[config.mk]
export PLATFORM = sky130hd
export DESIGN_NAME = fir_circ_mem
export DESIGN_NICKNAME = d
export VERILOG_FILES = /design/src/rtl/fir_circ_mem.sv
export SDC_FILE = /design/constraint.sdc
export NUM_CORES = 2
export LEC_CHECK = 0
export BUFFER_PORTS_ARGS = -buffer_cell sky130_fd_sc_hd__buf_2
export CAP_MARGIN = 30
export CELL_PAD_IN_SITES_DETAIL_PLACEMENT = 1
export CELL_PAD_IN_SITES_GLOBAL_PLACEMENT = 2
export CORE_AREA = 5 5 336 338
export DETAILED_ROUTE_END_ITERATION = 16
export DIE_AREA = 0 0 341 343
export GPL_TIMING_DRIVEN = 1
export PLACE_DENSITY_LB_ADDON = 0.12
export SLEW_MARGIN = 25
export SYNTH_ARGS = -nofsm -noshare
export SYNTH_HDL_FRONTEND = slang
export SYNTH_SLANG_ARGS = --single-unit
[constraint.sdc]
create_clock -name clk_64x -period 2.7 [get_ports clk_64x]
set_input_delay 0.54 -clock clk_64x [delete_from_list [all_inputs] [get_ports clk_64x]]
set_output_delay 0.54 -clock clk_64x [all_outputs]
set_load 0.01 [all_outputs]
[src/rtl/fir_circ_mem.sv]
// Circular sample-history buffer feeding a serial FIR MAC.
// Each new sample triggers a newest-first replay of all DEPTH taps.
module fir_circ_mem #(
    parameter int DWIDTH = 16,
    parameter int AWIDTH = 6
) (
    input  logic              clk_64x,
    input  logic              rst_n,
    input  logic              clk,
    input  logic [DWIDTH-1:0] din,
    output logic [DWIDTH-1:0] dout,
    output logic              drdy
);

    localparam int DEPTH = 1 << AWIDTH;

    logic              sync1;
    logic              sync2;
    logic              prev;
    logic              strobe;
    logic              busy;
    logic [AWIDTH-1:0] wptr;
    logic [AWIDTH-1:0] rptr;
    logic [AWIDTH:0]   cnt;
    logic [DWIDTH-1:0] mem [DEPTH];

    assign strobe = sync2 & ~prev;
    assign busy   = (cnt != '0);

    always_ff @(posedge clk_64x or negedge rst_n) begin
        if (!rst_n) begin
            sync1 <= 1'b0;
            sync2 <= 1'b0;
            prev  <= 1'b0;
        end else begin
            sync1 <= clk;
            sync2 <= sync1;
            prev  <= sync2;
        end
    end

    always_ff @(posedge clk_64x or negedge rst_n) begin
        if (!rst_n) begin
            for (int i = 0; i < DEPTH; i++) begin
                mem[i] <= '0;
            end
        end else if (strobe) begin
            mem[wptr] <= din;
        end
    end

    // The tap read in a strobe cycle still sees the old word (read-before-write).
    always_ff @(posedge clk_64x or negedge rst_n) begin
        if (!rst_n) begin
            wptr <= '0;
            rptr <= '0;
            cnt  <= '0;
            dout <= '0;
            drdy <= 1'b0;
        end else begin
            if (strobe) begin
                wptr <= wptr + 1'b1;
                rptr <= wptr;
                cnt  <= (AWIDTH + 1)'(DEPTH);
            end else if (busy) begin
                rptr <= rptr - 1'b1;
                cnt  <= cnt - 1'b1;
            end
            if (busy) begin
                dout <= mem[rptr];
                drdy <= 1'b1;
            end else begin
                drdy <= 1'b0;
            end
        end
    end

endmodule

=== Word level (Yosys, flattened, before mapping) ===
Cells that the tools add are included.

* Register bits after elaboration: 1063
* Bits of input ports: 19

* Reduce and logical (&&, ||, !) cells: 3
* Multiplexer cells: 11
* Bitwise logic cells: 4
* Order comparisons: 3
* Add/sub/neg operators: 3

{| class="wikitable"
|+ Operators by type and width
! operator !! count
|-
| $bwmux W1024 || 1
|-
| $bmux W16 S6 || 1
|-
| $demux W16 S6 || 1
|-
| $mux W16 || 3
|-
| $ge A7 B7 Y1 const B || 2
|-
| $mux W7 || 2
|-
| $not A6 Y7 || 2
|-
| $mux W6 || 2
|-
| $lt A7 B1 Y1 const B || 1
|-
| $reduce_bool A7 Y1 || 1
|-
| $sub A7 B1 Y7 const B || 1
|-
| $add A6 B1 Y6 const B || 1
|-
| $sub A6 B1 Y6 const B || 1
|-
| $reduce_bool A2 Y1 || 1
|-
| $and A1 B1 Y1 || 1
|-
| $logic_and A1 B1 Y1 || 1
|-
| $mux W1 || 1
|-
| $not A1 Y1 || 1
|}

=== Depth between registers and ports, before layout ===
* Word-level depth: 6
* Depth in mapped cells: 9
* Depth with buffers taken out: 8

=== Worst setup path before layout ===
No wires, ideal clock.

* Path kind: register to register
* Start point: register rptr[2]
* End point: register dout[10]
* Required time: 2.574 ns
* Clock period less this slack: 1.970 ns
* Path buffers: 4
* Slack: 0.730 ns
* Library setup time: 0.126 ns
* Cell stages (with the launch flop): 10
* Arrival: 1.844 ns
* Cells stage by stage: dfrtp_1 -> buf_6 -> buf_4 -> buf_2 -> buf_4 -> mux2i_1 -> nand2_1 -> nand3_1 -> nand4_1 -> a221o_1

* Cells in the longest elaborated chain, start to end: 4

{| class="wikitable"
|+ Ends and longest elaborated chain
! element !! line !! text
|-
| start: declaration || 23 || <nowiki>logic [AWIDTH-1:0] rptr;</nowiki>
|-
| start signal: assignment || 63 || <nowiki>rptr <= wptr;</nowiki>
|-
| start signal: assignment || 66 || <nowiki>rptr <= rptr - 1'b1;</nowiki>
|-
| $not A6 Y7 (implied by the code) || 70 || <nowiki>dout <= mem[rptr];</nowiki>
|-
| $bmux W16 S6 || 70 ||
|-
| $mux W16 (implied by the code) (2 in a row) || 70 ||
|-
| end signal: assignment || 70 ||
|-
| end: declaration || 11 || <nowiki>output logic [DWIDTH-1:0] dout,</nowiki>
|}

Every way passes these cells. The select of a mux whose other input is x is not followed.
A chain may end at the register's enable or synchronous reset.

=== Worst setup path in the final report ===
* Start point: register rptr[0]
* End point: register dout[7]

The elaborated chain is that of the path after synthesis.

==> summary.json <==
{
  "outcome": "finished, final reports clean",
  "post_route_clock_skew_ns": 0.0323,
  "final_net_count": 3591,
  "cts.root.buffer_cell": "clkbuf_16",
  "ff_latch_area_sq_um": 26600,
  "io_pins": 36,
  "rr_endpoint": "dout[7]",
  "antenna_found_initial": 3,
  "edff_count_synth": 0,
  "whs_ns": 0.313,
  "rows": 122,
  "met2RoutedLength_mm": 73.4,
  "multiInputGateArea_sq_um": 20700,
  "portBuffers": 35,
  "yosysSeqAreaShare_pct": 54.5,
  "die_w_um": 341,
  "first_global_vias": 33804,
  "max_slew_margin_pct": 37.9,
  "slew_violations": 0,
  "wirelength_met1_mm": 62.2,
  "grt_start_max_net_pins": 90,
  "proportion_of_layout_cells_with_a_drive_suffix_above_1_pct": 45.5,
  "drt_pre_antenna_iters": 5,
  "setup.worst_path.class": "reg2reg",
  "utilization_pct": 51.3,
  "cp.required_ns": 3.35,
  "timing.critical_path.from_type": "flop",
  "critPathMaxFanout": 11,
  "yosys.cell_types.count": 46,
  "synth_async_sr_flop_share_pct": 100,
  "worst_margin_pin_slew_ns": 0.932,
  "vdd_ir_drop_max_mv": 0.517,
  "via_count": 29785,
  "grt_util_all_layers_pct": 25.0,
  "hold_class": "in2async",
  "die_area_sq_um": 117000,
  "post_route_cell_area_sq_um": 56300,
  "synth_area_per_cell_sq_um": 14.2,
  "grt_pass1_wl_mm": 221,
  "clkSinkCount": 1063,
  "h-tree-depth": 3,
  "dp_hpwl_mm": 93.9,
  "post_drt_via_cell_ratio": 5.85,
  "layout_common_cells": "dfrtp_1, mux2_2, mux2i_1, buf_4, a22oi_1",
  "hold_viol_final": 0,
  "synth.area.top_cells": "dfrtp_1, mux2_2, mux2i_1",
  "timing.final.setup_violations": 0,
  "floorplan.initialDensity_pct": 44.5,
  "top_layer_used": "met4",
  "syn_area_sq_um": 48800,
  "antenna_violating_nets_post_route": 0,
  "regToRegStartpoint": "rptr[0]",
  "power_leakage_nw": 25.1,
  "drt-wirelength-per-cell_um": 28.6,
  "min_period_ns": 2.68,
  "synthDominantCellAreaShare_pct": 54.5,
  "cts_tree": "done",
  "count_of_cells_along_the_worst_register_to_register_path": 7,
  "layout.cells.most_common": "dfrtp_1",
  "synthDominantAreaCellType": "dfrtp_1",
  "worst-endpoint-arrival_ns": 3.33,
  "overflow": 0,
  "regToRegSetupSlack_ns": 0.02,
  "layout-area-overhead-vs-synth_pct": 15.3,
  "max_cap_viol_count": 0,
  "gp_routability_congestion": 0.819,
  "dpl-instance-area_sq_um": 52100,
  "powerDensity_nw_per_um2": 995,
  "met3_length_mm": 4.79,
  "clk-insertion-delay-late_ns": 0.72,
  "timing.critical_path.to_type": "flop",
  "clkTransAtPathRegs_ns": 0.06,
  "setup_repair_after_global_routing_missed_its_margin": "yes",
  "cts_inserted_buffers": 119,
  "mappedNetlistNets": 3469,
  "post-route-period-util_pct": 99.3,
  "die_h_um": 343,
  "clock_tree.buffer_depth": 3,
  "detailedRoute.firstIterationViolations": 1633,
  "clock.fmax_mhz": 373,
  "coreArea_sq_um": 110000,
  "postRouteWirelength_mm": 145,
  "drc": 0,
  "yosys_warnings": 0,
  "synth-main-ff-cell": "dfrtp_1",
  "fillCellCount": 10517,
  "syn-instance-count": 3447,
  "synth.ff_latch_count": 1063
}
-- how the worst max path moves through the flow --
stage | startpoint | endpoint | slack [ns]
2_1_floorplan | rptr[2] | dout[10] | 0.73
3_3_place_gp | rptr[4] | dout[13] | -0.36
3_5_place_dp | rptr[0] | dout[10] | -0.19
4_1_cts | rptr[4] | dout[6] | 0.004
5_1_grt | rptr[2] | dout[6] | -0.01
6_report | rptr[0] | dout[7] | 0.02
-- critical path, stage by stage (launching register included) --
cell and delay, ns:
dfrtp_2 0.53, and2_1 0.22, buf_12 0.16, buf_4 0.20
a22oi_1 0.37, a21oi_1 0.23, nor4_2 0.67, a221o_1 0.20
-- through the flow --
step	setup WS, ns	cells	power, mW	TNS (ns)
6_report	0.0196	5094	56.0	0
5_1_grt	-0.0109	5092	58.6	-0.0109
4_1_cts	0.00442	5083	56.4	0
3_5_place_dp	-0.189	4856	40.0	-0.462
3_3_place_gp	-0.360	4854	39.3	-1.39
2_1_floorplan	0.730	3447	31.8	0
-- routing by layer --
metal  track usage, %  vias up
met5                0        -
met4             8.14        0
met3             3.81      220
met2             43.4      474
met1             32.2    16203
li1                 -    12888
-- cells by family (layout without fill, tap and decap cells) --
logic type | after synthesis | in the layout | share of synthesized area (%)
adder cells (fa/ha/maj) | 3 | 3 | 0.0769
XOR/XNOR | 15 | 15 | 0.269
AND/OR/NAND/NOR | 291 | 291 | 3.17
flip-flops | 1063 | 1063 | 54.5
other | 0 | 2 | 0
multiplexers | 1488 | 1488 | 34.8
AO/OA/AOI/OAI | 265 | 265 | 3.96
buffers and inverters | 322 | 541 | 3.20
-- synthesized netlist by cell type (7+ instances only) --
master       n
nand2_1     77
a221o_1     16
mux4_2      64
nor2_2      25
buf_6        7
nor4_1      18
mux2_2    1024
a32o_1      16
nand4_1     17
a22oi_1    176
a21oi_1     49
dfrtp_1   1063
nand2_2     32
buf_4       47
nor2_1      19
xnor2_1      9
buf_2       99
mux2i_1    400
buf_1       25
clkbuf_1   137
nand3_1     68
-- state kept, by name (all words and copies together), names as in the netlist --
signal  cells
prev        1
cnt         7
rptr        6
drdy        1
wptr        6
dout       16
sync2       1
sync1       1
mem      1024
-- power by group --
| group | internal [mW] | total, mW | switching [mW] |
|---|---|---|---|
| clock network | 9.25 | 15.8 | 6.54 |
| logic | 9.20 | 19.7 | 10.5 |
| registers | 18.8 | 20.6 | 1.79 |
-- layout make-up --
| class | count | share of cell area, % |
|---|---|---|
| diodes | 2 | 0.00889 |
| multi-input cells | 2062 | 36.8 |
| well taps | 1426 | 3.17 |
| clock buffers | 192 | 6.41 |
| flip-flops and latches | 1063 | 47.3 |
| clock inverters | 26 | 0.356 |
| repair buffers | 317 | 5.88 |
| inverters | 6 | 0.0400 |
-- what timing repair did --
item | in CTS | in global routing
pin swaps | 2 | 4
hold buffers | 2 | 0
endpoints found under the hold margin | 38 | 0
cloned | 3 | 2
resized for setup | 11 | 6
endpoints found under the setup margin | 9 | 7
setup buffers | 4 | 7
(Power assumes the default switching activity.)
